`config.mk`:
```
export PLATFORM = sky130hd
export DESIGN_NAME = sys_ctrl_rx
export DESIGN_NICKNAME = d
export VERILOG_FILES = /design/src/rtl/sys_ctrl_rx_pkg.sv /design/src/rtl/sys_ctrl_tx_seq.sv /design/src/rtl/sys_ctrl_rx.sv
export SDC_FILE = /design/constraint.sdc
export NUM_CORES = 1
export LEC_CHECK = 0
export ABC_AREA = 1
export CORE_MARGIN = 2
export CORE_UTILIZATION = 67
export CTS_BUF_LIST = sky130_fd_sc_hd__clkbuf_8 sky130_fd_sc_hd__clkbuf_16
export CTS_CLUSTER_DIAMETER = 200
export CTS_CLUSTER_SIZE = 8
export DETAILED_ROUTE_END_ITERATION = 8
export DONT_BUFFER_PORTS = 1
export GPL_ROUTABILITY_DRIVEN = 0
export PLACE_DENSITY = 0.8
export SLEW_MARGIN = 20
export SYNTH_ARGS = -nofsm -noshare
export SYNTH_HDL_FRONTEND = slang
export SYNTH_SLANG_ARGS = --single-unit
```
`constraint.sdc`:
```
create_clock -name CLK -period 4.6 [get_ports CLK]
set_clock_uncertainty 0.15 [all_clocks]
set_input_delay 0.69 -clock CLK [delete_from_list [all_inputs] [get_ports CLK]]
set_output_delay 0.69 -clock CLK [all_outputs]
set_load 0.005 [all_outputs]
```
`src/rtl/sys_ctrl_rx_pkg.sv`:
```
// Shared definitions for the system-side command decoder: opcodes, FSM states, operand addresses.
// No logic of its own; latency and backpressure are defined by the modules that import it.
// Helper functions classify opcodes and the states in which incoming bytes are dropped.
package sys_ctrl_rx_pkg;

    // Frame opcodes (first byte of every command frame)
    localparam logic [7:0] OP_WRITE   = 8'hAA;
    localparam logic [7:0] OP_READ    = 8'hBB;
    localparam logic [7:0] OP_ALU_OPS = 8'hCC;
    localparam logic [7:0] OP_ALU_NOP = 8'hDD;

    // Register-file locations that receive the ALU operands
    localparam int ALU_A_ADDR = 0;
    localparam int ALU_B_ADDR = 1;

    // ALU function code width
    localparam int ALU_FUN_W = 4;

    typedef enum logic [3:0] {
        ST_IDLE     = 4'd0,
        ST_WR_ADDR  = 4'd1,
        ST_WR_DATA  = 4'd2,
        ST_RD_ADDR  = 4'd3,
        ST_RD_WAIT  = 4'd4,
        ST_ALU_A    = 4'd5,
        ST_ALU_B    = 4'd6,
        ST_ALU_FUN  = 4'd7,
        ST_ALU_WAIT = 4'd8,
        ST_TX_LO    = 4'd9,
        ST_TX_HI    = 4'd10
    } state_t;

    // True for the four recognised opcodes
    function automatic logic is_opcode(input logic [7:0] b);
        return (b == OP_WRITE) || (b == OP_READ) || (b == OP_ALU_OPS) || (b == OP_ALU_NOP);
    endfunction

    // States waiting on a result or on the transmitter: a received byte here is lost
    function automatic logic drops_bytes(input state_t s);
        return (s == ST_RD_WAIT) || (s == ST_ALU_WAIT) || (s == ST_TX_LO) || (s == ST_TX_HI);
    endfunction

endpackage

```
`src/rtl/sys_ctrl_tx_seq.sv`:
```
// Transmit byte sequencer: holds one or two result bytes and presents them on tx_data/tx_valid.
// Latency: tx_valid rises the cycle after a load; next byte (or tx_valid low) the cycle after accept.
// Backpressure: tx_data/tx_valid frozen while tx_busy=1; a byte moves only when tx_valid & ~tx_busy.
module sys_ctrl_tx_seq #(
    parameter int DATA_WIDTH = 8
) (
    input  logic                    CLK,
    input  logic                    RST,
    input  logic                    ld_one,
    input  logic [DATA_WIDTH-1:0]   ld_one_dat,
    input  logic                    ld_two,
    input  logic [2*DATA_WIDTH-1:0] ld_two_dat,
    input  logic                    tx_busy,
    output logic [DATA_WIDTH-1:0]   tx_data,
    output logic                    tx_valid,
    output logic                    tx_acc
);

    logic [DATA_WIDTH-1:0] hi_q;
    logic                  hi_pend;

    // A byte leaves in any cycle where it is offered and the transmitter is free
    assign tx_acc = tx_valid && !tx_busy;

    // Load a new result, or step to the high byte / go idle after each accepted byte
    always_ff @(posedge CLK or posedge RST) begin
        if (RST) begin
            tx_data  <= '0;
            tx_valid <= 1'b0;
            hi_q     <= '0;
            hi_pend  <= 1'b0;
        end else if (ld_two) begin
            tx_data  <= ld_two_dat[DATA_WIDTH-1:0];
            hi_q     <= ld_two_dat[2*DATA_WIDTH-1:DATA_WIDTH];
            hi_pend  <= 1'b1;
            tx_valid <= 1'b1;
        end else if (ld_one) begin
            tx_data  <= ld_one_dat;
            hi_pend  <= 1'b0;
            tx_valid <= 1'b1;
        end else if (tx_acc) begin
            if (hi_pend) begin
                tx_data <= hi_q;
                hi_pend <= 1'b0;
            end else begin
                tx_valid <= 1'b0;
            end
        end
    end

endmodule

```
`src/rtl/sys_ctrl_rx.sv`:
```
// Command decoder: turns framed rx bytes into register-file strobes, ALU starts and tx results.
// Latency: every strobe is registered, high one cycle after the accepting rx_valid/alu_valid/rf_rd_valid.
// Backpressure: none on rx (bytes arriving while waiting/transmitting are dropped with cmd_err); tx honours tx_busy.
module sys_ctrl_rx
    import sys_ctrl_rx_pkg::*;
#(
    parameter int DATA_WIDTH = 8,
    parameter int ADDR_WIDTH = 4
) (
    input  logic                    CLK,
    input  logic                    RST,
    input  logic [DATA_WIDTH-1:0]   rx_data,
    input  logic                    rx_valid,
    output logic [ADDR_WIDTH-1:0]   rf_addr,
    output logic                    rf_wr_en,
    output logic [DATA_WIDTH-1:0]   rf_wr_data,
    output logic                    rf_rd_en,
    input  logic [DATA_WIDTH-1:0]   rf_rd_data,
    input  logic                    rf_rd_valid,
    output logic                    alu_en,
    output logic [ALU_FUN_W-1:0]    alu_fun,
    output logic                    alu_clk_en,
    input  logic [2*DATA_WIDTH-1:0] alu_out,
    input  logic                    alu_valid,
    output logic [DATA_WIDTH-1:0]   tx_data,
    output logic                    tx_valid,
    input  logic                    tx_busy,
    output logic                    cmd_err
);

    state_t state, state_nxt;

    logic [7:0]            rx_op;
    logic [ADDR_WIDTH-1:0] rx_addr;
    logic [ADDR_WIDTH-1:0] wr_addr_q, wr_addr_nxt;
    logic [ADDR_WIDTH-1:0] rf_addr_nxt;
    logic [DATA_WIDTH-1:0] rf_wr_data_nxt;
    logic [ALU_FUN_W-1:0]  alu_fun_nxt;
    logic                  rf_wr_en_nxt, rf_rd_en_nxt, alu_en_nxt, alu_clk_en_nxt, cmd_err_nxt;
    logic                  ld_one, ld_two, tx_acc;

    assign rx_op   = rx_data[7:0];
    assign rx_addr = rx_data[ADDR_WIDTH-1:0];

    // State register; reset abandons any partial frame
    always_ff @(posedge CLK or posedge RST) begin
        if (RST) begin
            state <= ST_IDLE;
        end else begin
            state <= state_nxt;
        end
    end

    // Frame sequencing: advance on each received byte, result pulse or accepted tx byte
    always_comb begin
        state_nxt = state;
        unique case (state)
            ST_IDLE: begin
                if (rx_valid) begin
                    case (rx_op)
                        OP_WRITE:   state_nxt = ST_WR_ADDR;
                        OP_READ:    state_nxt = ST_RD_ADDR;
                        OP_ALU_OPS: state_nxt = ST_ALU_A;
                        OP_ALU_NOP: state_nxt = ST_ALU_FUN;
                        default:    state_nxt = ST_IDLE;
                    endcase
                end
            end
            ST_WR_ADDR:  if (rx_valid)    state_nxt = ST_WR_DATA;
            ST_WR_DATA:  if (rx_valid)    state_nxt = ST_IDLE;
            ST_RD_ADDR:  if (rx_valid)    state_nxt = ST_RD_WAIT;
            ST_RD_WAIT:  if (rf_rd_valid) state_nxt = ST_TX_HI;
            ST_ALU_A:    if (rx_valid)    state_nxt = ST_ALU_B;
            ST_ALU_B:    if (rx_valid)    state_nxt = ST_ALU_FUN;
            ST_ALU_FUN:  if (rx_valid)    state_nxt = ST_ALU_WAIT;
            ST_ALU_WAIT: if (alu_valid)   state_nxt = ST_TX_LO;
            ST_TX_LO:    if (tx_acc)      state_nxt = ST_TX_HI;
            ST_TX_HI:    if (tx_acc)      state_nxt = ST_IDLE;
            default:                      state_nxt = ST_IDLE;
        endcase
    end

    // Next values of the registered outputs; address/data/function hold when not updated
    always_comb begin
        rf_wr_en_nxt   = 1'b0;
        rf_rd_en_nxt   = 1'b0;
        alu_en_nxt     = 1'b0;
        alu_clk_en_nxt = 1'b0;
        cmd_err_nxt    = 1'b0;
        rf_addr_nxt    = rf_addr;
        rf_wr_data_nxt = rf_wr_data;
        alu_fun_nxt    = alu_fun;
        wr_addr_nxt    = wr_addr_q;
        ld_one         = 1'b0;
        ld_two         = 1'b0;
        unique case (state)
            ST_IDLE: begin
                if (rx_valid && !is_opcode(rx_op)) cmd_err_nxt = 1'b1;
            end
            ST_WR_ADDR: begin
                if (rx_valid) wr_addr_nxt = rx_addr;
            end
            ST_WR_DATA: begin
                if (rx_valid) begin
                    rf_wr_en_nxt   = 1'b1;
                    rf_addr_nxt    = wr_addr_q;
                    rf_wr_data_nxt = rx_data;
                end
            end
            ST_RD_ADDR: begin
                if (rx_valid) begin
                    rf_rd_en_nxt = 1'b1;
                    rf_addr_nxt  = rx_addr;
                end
            end
            ST_RD_WAIT: begin
                ld_one = rf_rd_valid;
            end
            ST_ALU_A: begin
                if (rx_valid) begin
                    rf_wr_en_nxt   = 1'b1;
                    rf_addr_nxt    = ADDR_WIDTH'(ALU_A_ADDR);
                    rf_wr_data_nxt = rx_data;
                end
            end
            ST_ALU_B: begin
                if (rx_valid) begin
                    rf_wr_en_nxt   = 1'b1;
                    rf_addr_nxt    = ADDR_WIDTH'(ALU_B_ADDR);
                    rf_wr_data_nxt = rx_data;
                end
            end
            ST_ALU_FUN: begin
                if (rx_valid) begin
                    alu_en_nxt     = 1'b1;
                    alu_fun_nxt    = rx_data[ALU_FUN_W-1:0];
                    alu_clk_en_nxt = 1'b1;
                end
            end
            ST_ALU_WAIT: begin
                // Keep the ALU clocked through the cycle that follows its result
                alu_clk_en_nxt = 1'b1;
                ld_two         = alu_valid;
            end
            default: begin
            end
        endcase
        // A byte arriving while a result is pending or being sent is lost
        if (rx_valid && drops_bytes(state)) cmd_err_nxt = 1'b1;
    end

    // Output and frame-context registers
    always_ff @(posedge CLK or posedge RST) begin
        if (RST) begin
            rf_addr    <= '0;
            rf_wr_en   <= 1'b0;
            rf_wr_data <= '0;
            rf_rd_en   <= 1'b0;
            alu_en     <= 1'b0;
            alu_fun    <= '0;
            alu_clk_en <= 1'b0;
            cmd_err    <= 1'b0;
            wr_addr_q  <= '0;
        end else begin
            rf_addr    <= rf_addr_nxt;
            rf_wr_en   <= rf_wr_en_nxt;
            rf_wr_data <= rf_wr_data_nxt;
            rf_rd_en   <= rf_rd_en_nxt;
            alu_en     <= alu_en_nxt;
            alu_fun    <= alu_fun_nxt;
            alu_clk_en <= alu_clk_en_nxt;
            cmd_err    <= cmd_err_nxt;
            wr_addr_q  <= wr_addr_nxt;
        end
    end

    sys_ctrl_tx_seq #(
        .DATA_WIDTH (DATA_WIDTH)
    ) u_tx_seq (
        .CLK        (CLK),
        .RST        (RST),
        .ld_one     (ld_one),
        .ld_one_dat (rf_rd_data),
        .ld_two     (ld_two),
        .ld_two_dat (alu_out),
        .tx_busy    (tx_busy),
        .tx_data    (tx_data),
        .tx_valid   (tx_valid),
        .tx_acc     (tx_acc)
    );

endmodule

```
==> summary.txt, run 1 <==
Outcome
  • Status: finished, final reports clean

Floorplanning
  • Initial core utilization: 0.6901
  • Die Y: 64.95 µm
  • FP Rows: 22
  • Die Wd: 64.95 µm
  • IO Pins: 68
  • Core area: 3606 µm²
  • Die area: 4218 µm²

Cells and area
  • Layout cells sized above 1: 0.1572
  • # nets final: 355
  • Antenna diodes: 0
  • Layout Cells excl Fill: 366
  • P&R area growth vs syn: 4.424%
  • Fillcell total: 278

Logic synthesis
  • Sequential area share after synthesis: 0.4726
  • Net Count, Synth: 354
  • Cell taking the most area after synthesis: dfrtp_1
  • Synth cell count leaders: nand2_1, dfrtp_1, nand3_1, inv_1, nor2_1
  • EDFF count, synth: 0
  • Area of the mapped netlist: 2489 µm²
  • Top cells by area, synth: dfrtp_1, nand2_1, nand3_1
  • Ys flop type: dfrtp_1
  • Most common cell in the synthesized netlist: nand2_1
  • Unique masters post-synth: 28
  • Syn Area/Cell: 7.875 µm²
  • Async set-reset flop share out of synthesis: 1.000
  • Synthesis-stage register bit count: 47
  • Post-synth top area share: 0.4726
  • Synth Warn #: 0
  • Gate Count Post-Synth: 316

Critical path
  • Cells on worst reg2reg path: 7
  • Crit Reg-Reg Startpoint: state[2]
  • R2R setup slack: 2.82 ns
  • WP data arrival: 1.82 ns
  • CP startpoint kind: flip-flop
  • RR Endpoint: u_tx_seq.tx_data[0]
  • CP max FO: 28
  • Crit Path Class: reg2reg
  • WP data required: 4.65 ns
  • Crit. End Element: flip-flop

Clocking
  • Hold_buf cts: 0
  • CTS buffer count: 5
  • Htree depth: 2
  • Clk buf depth: 2
  • Clk root buf: clkbuf_8
  • Worst skew pair latency: 0.31 ns
  • CTS tree: built
  • Post-CTS setup buffer count: 0
  • Worst-path clk slew: 0.09 ns
  • CTS Sinks: 47
  • # resized after CTS: 0

Drt
  • WL final: 5.198 mm
  • 1st-pass router iterations: 5
  • DRC Markers: 0
  • WL/cell: 14.20 µm
  • Initial drt markers: 159
  • Final ANT Viol Nets: 0
  • Via count: 1997
  • Avg Vias per Cell: 5.456

STA
  • Max-slew violation count: 0
  • Final WS setup: 2.824 ns
  • RSZ-0062 raised after global routing: false
  • Measured slew at the worst slew-check pin: 0.9563 ns
  • Count of final hold-check violations: 0
  • Setup TNS: 0 ns
  • Tmin final: 1.776 ns
  • Final setup fails: 0
  • Fmax achieved: 0.5631 GHz
  • Share of the clock period used by the worst path: 0.3861
  • Slew HR: 0.3615

Pwr
  • Max rail drop VDD: 0.0002929 V
  • Leak pwr: 0.001443 µW
  • P per Cell Area: 597.5 nW/µm²
  • Tot Pwr: 1553 µW

GRT
  • Largest net degree at the start of global routing: 48
  • Initial antenna violation count: 0
  • Gr ovfl total: 0
  • GRT Total Usage: 0.2642
  • Number of global-route vias before repair: 1918
  • Global-route wire length before repair: 8.562 mm

Run
  • Max_cap viols: 0

Placed design
  • Dpl cells: 358
  • DP HPWL: 3.872 mm
  • Port bufs: 0
  • Dpl ws: 2.851 ns

Min path
  • Worst min path class: in2async
## state kept, by name, indices dropped and copies added, names as in the netlist
register	flops
alu_clk_en	1
alu_en	1
alu_fun	4
cmd_err	1
rf_addr	4
rf_rd_en	1
rf_wr_data	8
rf_wr_en	1
state	4
u_tx_seq.hi_pend	1
u_tx_seq.hi_q	8
u_tx_seq.tx_data	8
u_tx_seq.tx_valid	1
wr_addr_q	4
## worst max path at each step
stage          cells after the start                  end  startpoint
6_report                           7  u_tx_seq.tx_data[0]    state[2]
5_1_grt                            7  u_tx_seq.tx_data[7]    state[2]
4_1_cts                            7  u_tx_seq.tx_data[0]    state[2]
3_5_place_dp                       7  u_tx_seq.tx_data[0]    state[0]
3_3_place_gp                       7  u_tx_seq.tx_data[2]    state[0]
2_1_floorplan                      1           alu_clk_en         RST
## per-layer routing
metal / share of wire / global-route usage
met5: 0 / 0
met2: 0.46 / 0.3943
met3: 0.076 / 0.07465
met4: 0.011 / 0.07447
met1: 0.46 / 0.3780
## placed cells by master (no fill, tap or decap), drive strengths merged
master and instances:
a21oi 4, a31oi 1, bufinv 1, clkbuf 5, clkinv 2, dfrtp 47, inv 32, nand2 139
nand3 37, nand3b 1, nand4 1, nor2 18, nor3 1, o21ai 20, o22ai 1, or2 8
## critical path, stage by stage, from the launching register on
cell,delay [ns]
dfrtp_1,0.44
inv_1,0.13
nand2_1,0.11
nor2_4,0.16
nand2_4,0.18
or2_2,0.33
nand3_1,0.10
nand2_1,0.06
## logic make-up after synthesis
group	share of synthesized area
and+or+nand+nor	0.3841
DFF	0.4726
buffers and inverters	0.07642
AOI/OAI and AO/OA	0.06687
## where the power goes
group / leakage, µW / switching [µW] / internal [µW]
registers: 0.000603 / 135 / 574
logic: 0.000782 / 340 / 194
clock network: 0.0000587 / 145 / 165
total: 0.00144 / 620 / 933
## cell type report
cell class	count	area [µm²]	area share
Clock inverter	3	47.55	0.01830
Clock buffer	5	68.82	0.02648
Tap cell	48	60.06	0.02311
Multi-Input combinational cell	231	1122	0.4319
Inverter	32	123.9	0.04767
Sequential cell	47	1176	0.4526
## through the flow
| step | hold WS [ns] | area, µm² | util |
|---|---|---|---|
| after floorplan | 0.2992 | 2489 | - |
| after global placement | 0.3131 | 2482 | 0.6884 |
| after detailed placement | 0.3183 | 2482 | 0.6884 |
| after CTS | 0.3355 | 2599 | 0.7207 |
| after global routing | 0.3297 | 2599 | 0.7207 |
| final | 0.3205 | 2599 | 0.7207 |
Note: power is estimated with default switching activity, not from simulation.
==> inputs of run 2 (changes only) <==
Settings changed: CORE_UTILIZATION 67 to 57, PLACE_DENSITY 0.8 to 0.72.
Clock period 4.6 ns to 1.6 ns, I/O delays scaled along.
==> summary.txt, run 2 (same netlist as run 1, synthesis figures left out) <==
Outcome
  • Status: complete, but fails checks
  • Failing checks: setup timing

Critical path
  • Crit. End Element: flip-flop
  • WP data required: 1.64 ns (-3.01 ns)
  • CP max FO: 8 (-71%)
  • Critical Path End: rf_wr_data[4]
  • CP startpoint kind: flip-flop
  • Crit Path Class: reg2reg
  • Crit path from: state[3]
  • Cells on worst reg2reg path: 6 (-1)
  • RR Endpoint: rf_wr_data[4]
  • Crit Reg-Reg Startpoint: state[3]
  • WP data arrival: 1.70 ns (-0.12 ns)
  • R2R setup slack: -0.05 ns (-2.88 ns)

Cells and area
  • Layout cells sized above 1: 0.2717 (+0.1145)
  • P&R area growth vs syn: 22.83%
  • Most common cell after layout, fill and taps aside: nand2_1
  • Antenna diodes: 0 (unchanged)
  • Largest registers: rf_wr_data x8, u_tx_seq.hi_q x8, u_tx_seq.tx_data x8
  • # nets final: 394 (+11%)
  • Post-route cell area: 3057 µm² (+18%)
  • Commonest cells after routing, fill and taps aside: nand2_1, dfrtp_1, nand3_1
  • Fillcell total: 316 (+14%)
  • Layout Cells excl Fill: 409 (+12%)

GRT
  • GRT Total Usage: 0.2403 (-0.02388)
  • Global-route wire length before repair: 9.273 mm (+8.3%)
  • Gr ovfl total: 0 (unchanged)
  • Initial antenna violation count: 0 (unchanged)
  • Number of global-route vias before repair: 1889 (-1.5%)
  • Largest net degree at the start of global routing: 26 (-46%)

STA
  • Share of the clock period used by the worst path: 1.033 (+0.6469)
  • Measured slew at the worst slew-check pin: 0.5572 ns (-0.3991 ns)
  • Tmin final: 1.653 ns (-0.1231 ns)
  • Worst hold slack: 0.007405 ns (-0.3131 ns)
  • RSZ-0062 raised after global routing: true
  • Fmax achieved: 0.6051 GHz (+7.5%)
  • Max-slew violation count: 0 (unchanged)
  • Count of final hold-check violations: 0 (unchanged)
  • Slew HR: 0.6280 (+0.2665)
  • Final setup fails: 11 (+11)
  • Final WS setup: -0.05272 ns (-2.877 ns)

Clocking
  • Clk buf depth: 2 (unchanged)
  • CTS buffer count: 5 (unchanged)
  • CTS Sinks: 47 (unchanged)
  • Htree depth: 2 (unchanged)
  • Clk root buf: clkbuf_8
  • Worst skew pair latency: 0.29 ns (-0.02 ns)
  • CTS tree: built
  • Worst-path clk slew: 0.08 ns (about the same)

Drt
  • Initial drt markers: 193 (+21%)
  • DRC Markers: 0 (unchanged)
  • Avg Vias per Cell: 5.450 (-0.12%)
  • Via count: 2229 (+12%)
  • 1st-pass router iterations: 5 (unchanged)
  • WL/cell: 15.09 µm (+6.3%)
  • WL final: 6.173 mm (+19%)
  • Final ANT Viol Nets: 0 (unchanged)

Placed design
  • Dpl ws: 0.02499 ns (-2.826 ns)
  • DP HPWL: 3.987 mm (+3.0%)
  • Placed instance area: 2597 µm² (+4.6%)
  • Dpl cells: 375 (+4.7%)
  • Port bufs: 0 (unchanged)

Pwr
  • Max rail drop VDD: 0.0009741 V (+230%)
  • P per Cell Area: 1559 nW/µm² (+160%)
  • Leak pwr: 0.001645 µW (+14%)

Min path
  • Worst min path class: in2reg

Floorplanning
  • IO Pins: 68 (unchanged)
  • Die Wd: 70.08 µm (+7.9%)
  • FP Rows: 24 (+9.1%)
  • Die area: 4911 µm² (+16%)
  • Initial core utilization: 0.5836 (-0.1065)
  • Core area: 4264 µm² (+18%)
  • Die Y: 70.08 µm (+7.9%)

Run
  • Max_cap viols: 0 (unchanged)
run 2: worst max-delay path, stage by stage (launching register included):
cell and delay, ns:
dfrtp_1 0.45, nor2_1 0.21, inv_1 0.18, o21ai_4 0.25, nand2_4 0.15, nand2_2 0.11, o21ai_2 0.05
run 2: layer usage:
metal	wire, µm	up-vias	part of all wire	track usage
met5	0	-	0	0
met4	170	0	0.028	0.06838
met3	558	20	0.090	0.07648
met2	2740	109	0.44	0.3333
met1	2703	1027	0.44	0.3623
li1	-	1073	-	-
run 2: repair_timing:
action | 4_1_cts | 5_1_grt
endpoints found under the setup margin | 0 | 40
setup buffers | 0 | 6
resized for setup | 0 | 49
hold buffers | 16 | 1
hold endpoints to repair | 40 | 1
run 2: how the worst min path moves through the flow:
| stage | from | endpoint | slack, ns | depth (start not counted) |
|---|---|---|---|---|
| 2_1_floorplan | rx_data[7] | rf_wr_data[7] | 0.20 | 2 |
| 3_3_place_gp | RST | u_tx_seq.tx_valid | 0.06 | 1 |
| 3_5_place_dp | RST | u_tx_seq.tx_valid | 0.06 | 1 |
| 4_1_cts | rx_data[2] | rf_addr[2] | 0.004 | 4 |
| 5_1_grt | rf_rd_valid | u_tx_seq.tx_valid | 0.003 | 2 |
| 6_report | rf_rd_valid | u_tx_seq.tx_valid | 0.007 | 2 |
run 2: per-stage QoR:
step,power (µW),TNS (ns),utilization
6_report,4766,-0.2868,0.7168
4_1_cts,4448,0,0.6667
2_1_floorplan,3294,0,-
5_1_grt,5138,-2.185,0.7168
3_5_place_dp,3717,0,0.6092
3_3_place_gp,3692,0,0.6092
run 2: final cells by class:
cell class / instances / area [µm²] / share of cell area
Sequential cell: 47 / 1177 / 0.3852
Tap cell: 52 / 65.06 / 0.02129
Inverter: 32 / 130.1 / 0.04257
Clock inverter: 3 / 16.27 / 0.005321
Multi-Input combinational cell: 234 / 1266 / 0.4142
Clock buffer: 5 / 68.82 / 0.02251
Timing Repair Buffer: 36 / 332.8 / 0.1089
run 2: power breakdown:
part | internal (µW) | leakage (µW) | switching, µW
Clock | 299 | 0.0000453 | 385
Combinational | 840 | 0.000999 | 1220
Sequential | 1650 | 0.000601 | 370
